--- src/rtl/cook_sequencer_if.sv ---
// Control/status bundle between the microwave front panel and the cook sequencer.
// The panel side drives the requests; the sequencer side drives the time, state and magnetron outputs.
interface cook_sequencer_if;
    logic        tick_1hz;
    logic        start_pulse;
    logic        stop_pulse;
    logic        clear_pulse;
    logic        door_closed;
    logic        load_en;
    logic [15:0] load_time;
    logic [3:0]  load_power;
    logic [15:0] time_left;
    logic [1:0]  state;
    logic        mag_on;
    logic        timer_done;
    logic        beep;

    modport master (
        output tick_1hz, start_pulse, stop_pulse, clear_pulse, door_closed,
               load_en, load_time, load_power,
        input  time_left, state, mag_on, timer_done, beep
    );

    modport slave (
        input  tick_1hz, start_pulse, stop_pulse, clear_pulse, door_closed,
               load_en, load_time, load_power,
        output time_left, state, mag_on, timer_done, beep
    );
endinterface

--- src/rtl/cook_sequencer.sv ---
// Microwave cook sequencer: BCD mm:ss countdown on a 1 Hz tick and power-level duty cycling of the magnetron.
// Optional done beeper enabled by defining MICROWAVE_DONE_BEEP_EN.
module cook_sequencer #(
    parameter int DUTY_WINDOW = 10,
    parameter int BEEP_TICKS  = 3
) (
    input logic              clk,
    input logic              rst,
    cook_sequencer_if.slave  bus
);

    localparam int DW = (DUTY_WINDOW > 1) ? $clog2(DUTY_WINDOW) : 1;

    typedef enum logic [1:0] {
        IDLE   = 2'd0,
        COOK   = 2'd1,
        PAUSED = 2'd2,
        DONE   = 2'd3
    } state_e;

    if (DUTY_WINDOW < 2 || BEEP_TICKS < 1) begin : g_bad_params
        $error("cook_sequencer: DUTY_WINDOW must be >= 2 and BEEP_TICKS >= 1");
    end

    state_e        state_q, state_d;
    logic [15:0]   time_q, time_d;
    logic [3:0]    power_q, power_d;
    logic [DW-1:0] duty_q, duty_d;
    logic          load_ok;

    // Decrement mm:ss in BCD; seconds tens borrow to 5, everything else to 9.
    function automatic logic [15:0] bcd_dec(input logic [15:0] t);
        logic [15:0] r;
        r = t;
        if (t != 16'h0000) begin
            if (t[3:0] != 4'd0) begin
                r[3:0] = t[3:0] - 4'd1;
            end else begin
                r[3:0] = 4'd9;
                if (t[7:4] != 4'd0) begin
                    r[7:4] = t[7:4] - 4'd1;
                end else begin
                    r[7:4] = 4'd5;
                    if (t[11:8] != 4'd0) begin
                        r[11:8] = t[11:8] - 4'd1;
                    end else begin
                        r[11:8]  = 4'd9;
                        r[15:12] = t[15:12] - 4'd1;
                    end
                end
            end
        end
        return r;
    endfunction

    assign load_ok = bus.load_en
                   && (bus.load_time[15:12] <= 4'd9) && (bus.load_time[11:8] <= 4'd9)
                   && (bus.load_time[7:4]   <= 4'd5) && (bus.load_time[3:0]  <= 4'd9)
                   && (bus.load_power >= 4'd1) && (bus.load_power <= 4'd10);

    // NOTE: sequential state uses non-blocking assignments so every register samples pre-edge values.
    always_ff @(posedge clk) begin
        if (rst) begin
            state_q <= IDLE;
            time_q  <= 16'h0000;
            power_q <= 4'd10;
            duty_q  <= '0;
        end else begin
            state_q <= state_d;
            time_q  <= time_d;
            power_q <= power_d;
            duty_q  <= duty_d;
        end
    end

    // NOTE: every output of this block gets a default first, so no path can infer a latch.
    always_comb begin
        state_d = state_q;
        time_d  = time_q;
        power_d = power_q;
        duty_d  = duty_q;
        if (bus.clear_pulse) begin
            state_d = IDLE;
            time_d  = 16'h0000;
            power_d = 4'd10;
            duty_d  = '0;
        end else begin
            unique case (state_q)
                IDLE: begin
                    if (bus.start_pulse && bus.door_closed && (time_q != 16'h0000)) begin
                        state_d = COOK;
                        duty_d  = '0;
                    end else if (load_ok) begin
                        time_d  = bus.load_time;
                        power_d = bus.load_power;
                    end
                end
                COOK: begin
                    if (!bus.door_closed || bus.stop_pulse) begin
                        state_d = PAUSED;
                    end else if (bus.tick_1hz) begin
                        time_d = bcd_dec(time_q);
                        duty_d = (duty_q == DW'(DUTY_WINDOW - 1)) ? '0 : duty_q + 1'b1;
                        if (time_q == 16'h0001) state_d = DONE;
                    end
                end
                PAUSED: begin
                    if (bus.stop_pulse) begin
                        state_d = IDLE;
                        time_d  = 16'h0000;
                    end else if (bus.start_pulse && bus.door_closed) begin
                        state_d = COOK;
                    end
                end
                DONE: begin
                    if (!bus.door_closed || bus.stop_pulse || bus.start_pulse) begin
                        state_d = IDLE;
                    end else if (load_ok) begin
                        state_d = IDLE;
                        time_d  = bus.load_time;
                        power_d = bus.load_power;
                    end
                end
                default: state_d = IDLE;
            endcase
        end
    end

    // Door gates combinationally so opening it kills the magnetron within the same cycle.
    assign bus.mag_on     = (state_q == COOK) && bus.door_closed
                          && (32'(duty_q) < 32'(power_q));
    assign bus.time_left  = time_q;
    assign bus.state      = state_q;
    assign bus.timer_done = (state_q == DONE);

`ifdef MICROWAVE_DONE_BEEP_EN
    localparam int BW = $clog2(BEEP_TICKS + 1);

    logic          beep_q, beep_d;
    logic [BW-1:0] beep_cnt_q, beep_cnt_d;

    always_ff @(posedge clk) begin
        if (rst) begin
            beep_q     <= 1'b0;
            beep_cnt_q <= '0;
        end else begin
            beep_q     <= beep_d;
            beep_cnt_q <= beep_cnt_d;
        end
    end

    // Beep starts on DONE entry and counts ticks while DONE is held; any exit drops it.
    always_comb begin
        beep_d     = 1'b0;
        beep_cnt_d = beep_cnt_q;
        if (state_d == DONE) begin
            if (state_q != DONE) begin
                beep_d     = 1'b1;
                beep_cnt_d = '0;
            end else if (beep_q && bus.tick_1hz) begin
                if (beep_cnt_q == BW'(BEEP_TICKS - 1)) begin
                    beep_d = 1'b0;
                end else begin
                    beep_d     = 1'b1;
                    beep_cnt_d = beep_cnt_q + 1'b1;
                end
            end else begin
                beep_d = beep_q;
            end
        end
    end

    assign bus.beep = beep_q;
`else
    assign bus.beep = 1'b0;
`endif

endmodule

--- src/flat_wrapper.sv ---
// flat-port wrapper written by rule: the top's interface ports become plain ports
module cook_sequencer_flat 
#(
    parameter int DUTY_WINDOW = 10,
    parameter int BEEP_TICKS  = 3
)
  (clk, rst, bus_tick_1hz, bus_start_pulse, bus_stop_pulse, bus_clear_pulse, bus_door_closed, bus_load_en, bus_load_time, bus_load_power, bus_time_left, bus_state, bus_mag_on, bus_timer_done, bus_beep);
  cook_sequencer_if bus_i ();
  input logic clk;
  input logic rst;
  input wire logic [$bits(bus_i.tick_1hz)-1:0] bus_tick_1hz;
  input wire logic [$bits(bus_i.start_pulse)-1:0] bus_start_pulse;
  input wire logic [$bits(bus_i.stop_pulse)-1:0] bus_stop_pulse;
  input wire logic [$bits(bus_i.clear_pulse)-1:0] bus_clear_pulse;
  input wire logic [$bits(bus_i.door_closed)-1:0] bus_door_closed;
  input wire logic [$bits(bus_i.load_en)-1:0] bus_load_en;
  input wire logic [$bits(bus_i.load_time)-1:0] bus_load_time;
  input wire logic [$bits(bus_i.load_power)-1:0] bus_load_power;
  output wire logic [$bits(bus_i.time_left)-1:0] bus_time_left;
  output wire logic [$bits(bus_i.state)-1:0] bus_state;
  output wire logic [$bits(bus_i.mag_on)-1:0] bus_mag_on;
  output wire logic [$bits(bus_i.timer_done)-1:0] bus_timer_done;
  output wire logic [$bits(bus_i.beep)-1:0] bus_beep;
  assign bus_i.tick_1hz = bus_tick_1hz;
  assign bus_i.start_pulse = bus_start_pulse;
  assign bus_i.stop_pulse = bus_stop_pulse;
  assign bus_i.clear_pulse = bus_clear_pulse;
  assign bus_i.door_closed = bus_door_closed;
  assign bus_i.load_en = bus_load_en;
  assign bus_i.load_time = bus_load_time;
  assign bus_i.load_power = bus_load_power;
  assign bus_time_left = bus_i.time_left;
  assign bus_state = bus_i.state;
  assign bus_mag_on = bus_i.mag_on;
  assign bus_timer_done = bus_i.timer_done;
  assign bus_beep = bus_i.beep;
  cook_sequencer #(.DUTY_WINDOW(DUTY_WINDOW), .BEEP_TICKS(BEEP_TICKS)) u_core (.clk(clk), .rst(rst), .bus(bus_i));
endmodule
--- config.mk ---
export PLATFORM = sky130hd
export DESIGN_NAME = cook_sequencer_flat
export DESIGN_NICKNAME = d
export VERILOG_FILES = /design/src/rtl/cook_sequencer_if.sv /design/src/rtl/cook_sequencer.sv /design/src/flat_wrapper.sv
export SDC_FILE = /design/constraint.sdc
export NUM_CORES = 1
export LEC_CHECK = 0
export ABC_AREA = 1
export CAP_MARGIN = 10
export CORE_MARGIN = 2
export CORE_UTILIZATION = 25
export DETAILED_ROUTE_END_ITERATION = 6
export GPL_ROUTABILITY_DRIVEN = 1
export PLACE_DENSITY = 0.57
export SLEW_MARGIN = 5
export SYNTH_ARGS = -nofsm -noshare
export SYNTH_HDL_FRONTEND = slang
export SYNTH_SLANG_ARGS = --single-unit
--- constraint.sdc ---
create_clock -name clk -period 1.7 [get_ports clk]
set_input_delay 0.17 -clock clk [delete_from_list [all_inputs] [get_ports clk]]
set_output_delay 0.17 -clock clk [all_outputs]
set_load 0.1 [all_outputs]
; Yosys cells after proc, flatten, opt, wreduce, memory -nomap -nowiden
; Cells that the tools add are included.
[totals]
regBits = 26
inputBits = 28
wordCells = 98
[classes]
addsub = 5
n_lt_le_gt_ge = 7
eq_ne = 19
n_mux = 32
reduce_logical = 28
[op_table]
columns = op, count
row1 = $mux 16, 7
row2 = $pmux 16 s4, 1
row3 = $mux 4, 11
row4 = $eq 16x1->1 const B, 1
row5 = $le 4x4->1 const B, 4
row6 = $mux 2, 8
row7 = $ne 2x2->1 const B, 8
row8 = $pmux 4 s2, 2
row9 = $reduce_bool 16->1, 1
row10 = $sub 4x1->4 const B, 4
row11 = $mux 12, 1
row12 = $reduce_bool 4->1, 3
row13 = $logic_and 1x1->1, 10
row14 = $reduce_and 9->1, 1
row15 = $mux 8, 1
row16 = $pmux 2 s4, 1
row17 = $reduce_and 8->1, 1
row18 = $reduce_and 7->1, 1
row19 = $ne 3x1->1 const B, 2
row20 = $ne 3x2->1 const B, 2
row21 = $reduce_and 6->1, 1
row22 = $reduce_and 5->1, 1
row23 = $add 4x1->4 const B, 1
row24 = $eq 2x2->1 const B, 2
row25 = other kinds (13), 16

; Logic depth before layout (Yosys ltp)
[depth]
depth_word = 10
depth_mapped = 14

; Least setup slack after synthesis
; OpenSTA, ideal clock, no wires.
[synth_path]
path_type = reg-to-output
startpoint = reg u_core.state_q[0] (netlist: u_core.bus.state[0])
endpoint = out bus_mag_on
arrival_ns = 3.561
required_ns = 1.530
setup_slack_ns = -2.031
stages_incl_launch_ff = 5
path_buffers = 1
path_cell_list = dfxtp_1 > ha_1 > buf_6 > inv_1 > nor3_1
[synth_between]
elab_chain_cells = 3
[synth_lines]
columns = item, line_no
row1 = from (decl), cook_sequencer.sv:25  ; state_e state_q, state_d;
row2 = from (signal assigned), cook_sequencer.sv:69  ; state_q <= state_d;
row3 = $eq 2x1->1, cook_sequencer.sv:130  ; assign bus.mag_on = (state_q == COOK) && bus.door_closed
row4 = $logic_and 1x1->1, cook_sequencer.sv:130
row5 = $logic_and 1x1->1, cook_sequencer.sv:131  ; && (32'(duty_q) < 32'(power_q));
row6 = to (decl), flat_wrapper.sv:21  ; output wire logic [$bits(bus_i.mag_on)-1:0] bus_mag_on;
; Every way passes these cells.

; Final worst setup path
[layout_path]
startpoint = reg u_core.power_q[1]
endpoint = out bus_mag_on
[layout_between]
elab_chain_cells = 2
[layout_lines]
columns = item, line_no
row1 = from (decl), cook_sequencer.sv:27  ; logic [3:0] power_q, power_d;
row2 = from (signal assigned), cook_sequencer.sv:71  ; power_q <= power_d;
row3 = $lt 4x4->1, cook_sequencer.sv:131
row4 = $logic_and 1x1->1, cook_sequencer.sv:131
; Every way passes these cells.

==> run summary <==
The run finished, with violations left. The final reports fail on negative setup slack. The worst clock skew is 0.001147 ns. The global-route wire length before repair is 9708 um. The data arrival time of the worst path came out at 1.66 ns. In this run the cell area of the synthesized design comes to 2148 um2. The number of remaining DRC errors is 0.

The number of detailed-routing iterations run before antenna repair came out at 4. The number of cells on the worst reg-to-reg path is 11. The top-level I/O count is 49. The number of slew-limit violations in the final report came to 0. After layout, the minimum clock period comes to 1.827 ns. The port buffer count is 47. The clock tree from TritonCTS is done. The routed wire length on met2 is 2834 um.

Routed signal wires occupy layers up through met4. The synthesized design contains 0 enable-type register cells. The routed length on met3 is 126 um. The starting density of the core came out at 26.02%. The post-layout instance count excluding filler cells is 519.

The total placed cells including tap cells came out at 496. The chip height came out at 96.70 um. STA classifies the critical path endpoint as a primary output. The detailed-route via count came out at 2276. The via count of the first global-routing pass came to 2117. The total overflow left after global routing is 0. The distinct cell type count of the synthesized netlist is 36. The total CTS buffers is 3. The via density per instance came out at 4.385. The final net count is 459. The slack of the worst reg-to-reg path came out at 0.02 ns. The share of layout cells above drive strength 1 came out at 38.41%. The dominant synthesized flop cell is dfxtp_1. The signed area change from the synthesized netlist to the final layout is 57.89%. The post-detailed-placement half-perimeter wirelength is 4579 um.

The clock-pin slew reported for the worst setup and hold paths after clock tree synthesis came out at 0.10 ns. The most instantiated library cell after synthesis is nand2_1. Ranked by total cell area, the synthesized netlist is headed by dfxtp_1 24%, nand2_1 14%, ha_1 9.3%. The power density relative to cell area is 1487 nW/um2. The number of placement rows is 33.

The startpoint identified for the worst hold timing path is u_core.power_q[2]. The yosys synthesis warning count is 0. For hold timing, the worst endpoint is u_core.power_q[2]. The number of levels in the clock H-tree is 1.

When the netlist entered floorplanning its net count stood at 375. The final period utilization came out at 107.5%. The violation count after the first detailed-route iteration is 86. Setup repair after global routing could not meet its margin everywhere. The die outline width is 96.70 um. In this run the critical register-to-register path is launched from u_core.bus.state[1].

The data required time of the worst path is 1.53 ns. In this run the worst hold path is classified as reg -> reg. The synthesis-stage register bit count came out at 26.

The final-report hold violation count came out at 0. The repair_antennas step left the layout with diodes totalling 0. The achievable frequency came out at 547.3 MHz. The clock latency at the later pin of the worst-skew pair is 0.27 ns.

After detailed routing, the total wire length is 5932 um. The area share of the leading cell type in the synthesized netlist is 24.23%. The share of the yosys chip area belonging to registers came out at 24.23%. The number of fill cells is 897. The placeable core region came out at 8258 um2. After synthesis, the most frequently instantiated cells are 82 x nand2_1, 51 x nor2_1, 35 x inv_1. In this run the static leakage power is 1.547 nW. The number of instances on the worst hold path came out at 2.

The buffer levels on the longest clock path is 2. After detailed routing, the wire length on met1 is 2931 um. The pre-CTS worst setup slack came out at -0.1300 ns. The cell type with the highest aggregate area in the netlist is dfxtp_1. STA classifies the critical path startpoint as a flop. The largest driver fanout on the critical path came out at 2. By startpoint and endpoint, the worst setup path is classified as reg -> out. The cell sitting at the root of the clock tree is a clkbuf_8.

The post-route worst setup slack came out at -0.1273 ns. The instance count of the mapped netlist is 331. The pin count of the biggest net entering global routing is 22. The number of sinks handled by clock tree synthesis came out at 26.

After detailed routing, the average wire length per cell comes to 11.43 um. The number of failing setup endpoints in the final timing report came out at 1. The max-capacitance violation count came out at 0. The synthesized area divided by synthesized cell count came out at 6.490 um2. The count of nets left with antenna violations once routing finished came out at 0. The worst register-to-register path ends at u_core.bus.time_left[15]. IR analysis of the VDD net gives a maximum drop of 0.6888 mV. The die covers 9351 um2. The fraction of registers with async set or reset after synthesis is 0%. The all-layer global routing usage came out at 12.16%. The weighted congestion reported at the end of routability-driven placement is 0.8008.

The initial antenna violation count is 0.
==> metrics by stage <==
step	utilization (%)	TNS [ns]	hold WS, ns	instance area, um2	power [mW]
3_3_place_gp	37.06	-1.161	0.4499	3060	4.185
2_1_floorplan	-	-0.5466	0.3004	2267	3.400
5_1_grt	41.08	-1.102	0.5033	3392	5.426
6_report	41.08	-0.1273	0.4708	3392	5.045
4_1_cts	38.23	-0.1494	0.4748	3157	4.649
3_5_place_dp	37.06	-1.545	0.4595	3060	4.213
==> metal layers <==
metal / global-route usage [%] / vias to the layer above
met2: 20.62 / 32
met4: 2.925 / 0
met3: 1.084 / 2
li1: - / 1214
met5: 0 / -
met1: 16.70 / 1028
==> registers in the layout, summed over array words and instances (netlist names) <==
signal                cells
u_core.power_q            4
u_core.bus.state          2
u_core.bus.time_left     16
u_core.duty_q             4
==> how the worst max path moves through the flow <==
| stage | from | endpoint | slack (ns) | cells past startpoint |
|---|---|---|---|---|
| floorplan | u_core.duty_q[1] | bus_mag_on | -0.24 | 5 |
| finish | u_core.power_q[1] | bus_mag_on | -0.13 | 7 |
| global route | u_core.power_q[1] | bus_mag_on | -0.21 | 7 |
| detailed placement | bus_load_time[2] | u_core.bus.time_left[6] | -0.13 | 9 |
| global placement | bus_load_time[2] | u_core.bus.time_left[6] | -0.09 | 9 |
| CTS | u_core.power_q[1] | bus_mag_on | -0.15 | 7 |
==> cells in the final DEF (no fill, tap or decap), types with 4 or more instances in the layout <==
cell	Yosys	layout
buf_4	1	43
nor2_2	4	8
dfxtp_1	26	6
nand2_2	8	12
ha_4	0	7
inv_2	15	22
buf_12	0	11
nand2_1	82	77
nand2_4	4	5
dfxtp_2	0	10
clkdlybuf4s50_1	0	27
o21ai_0	12	10
a21oi_1	11	11
dfxtp_4	0	10
o21ai_1	4	6
nand3_4	2	5
o211ai_1	4	4
nand3_1	18	17
inv_1	35	24
ha_1	16	8
inv_4	0	4
nor2_1	51	47
nor2_4	4	5
==> cells by family after synthesis <==
kind of cell | synth area share [%]
AND/OR/NAND/NOR | 43.21
buffers and inverters | 10.60
AO/OA/AOI/OAI | 10.43
flip-flops | 24.23
adder cells (fa/ha/maj) | 9.318
XOR/XNOR | 2.039
other | 0.1746
==> layout make-up <==
class / instances / area (um2) / share of cell area (%)
clock inverters: 1 / 3.754 / 0.1107
inverters: 52 / 210.2 / 6.197
clock buffers: 3 / 41.29 / 1.217
multi-input cells: 249 / 1595 / 47.03
flip-flops and latches: 26 / 570.5 / 16.82
well taps: 105 / 131.4 / 3.873
repair buffers: 83 / 839.6 / 24.75
==> critical path, stage by stage (launching register included) <==
cell and delay (ns):
dfxtp_2 0.33, inv_2 0.06, ha_4 0.19, a21boi_2 0.14
o211ai_1 0.18, nand2_1 0.12, nor3_4 0.17, buf_12 0.20
==> timing repair <==
| item | CTS | global route |
|---|---|---|
| endpoints found under the setup margin | 1 | 23 |
| hold endpoints to repair | 0 | 0 |
| gates resized for setup | 6 | 30 |
| pin swaps | 3 | 17 |
| setup buffers | 4 | 14 |
| gates cloned | 0 | 1 |
| hold buffers | 0 | 0 |
==> power by group <==
group	total (mW)	internal, mW	switching, mW	leakage (nW)
Clock	0.371	0.162	0.209	0.0231
Combinational	3.79	1.42	2.37	1.30
Sequential	0.881	0.742	0.139	0.222
(Power assumes the default switching activity.)
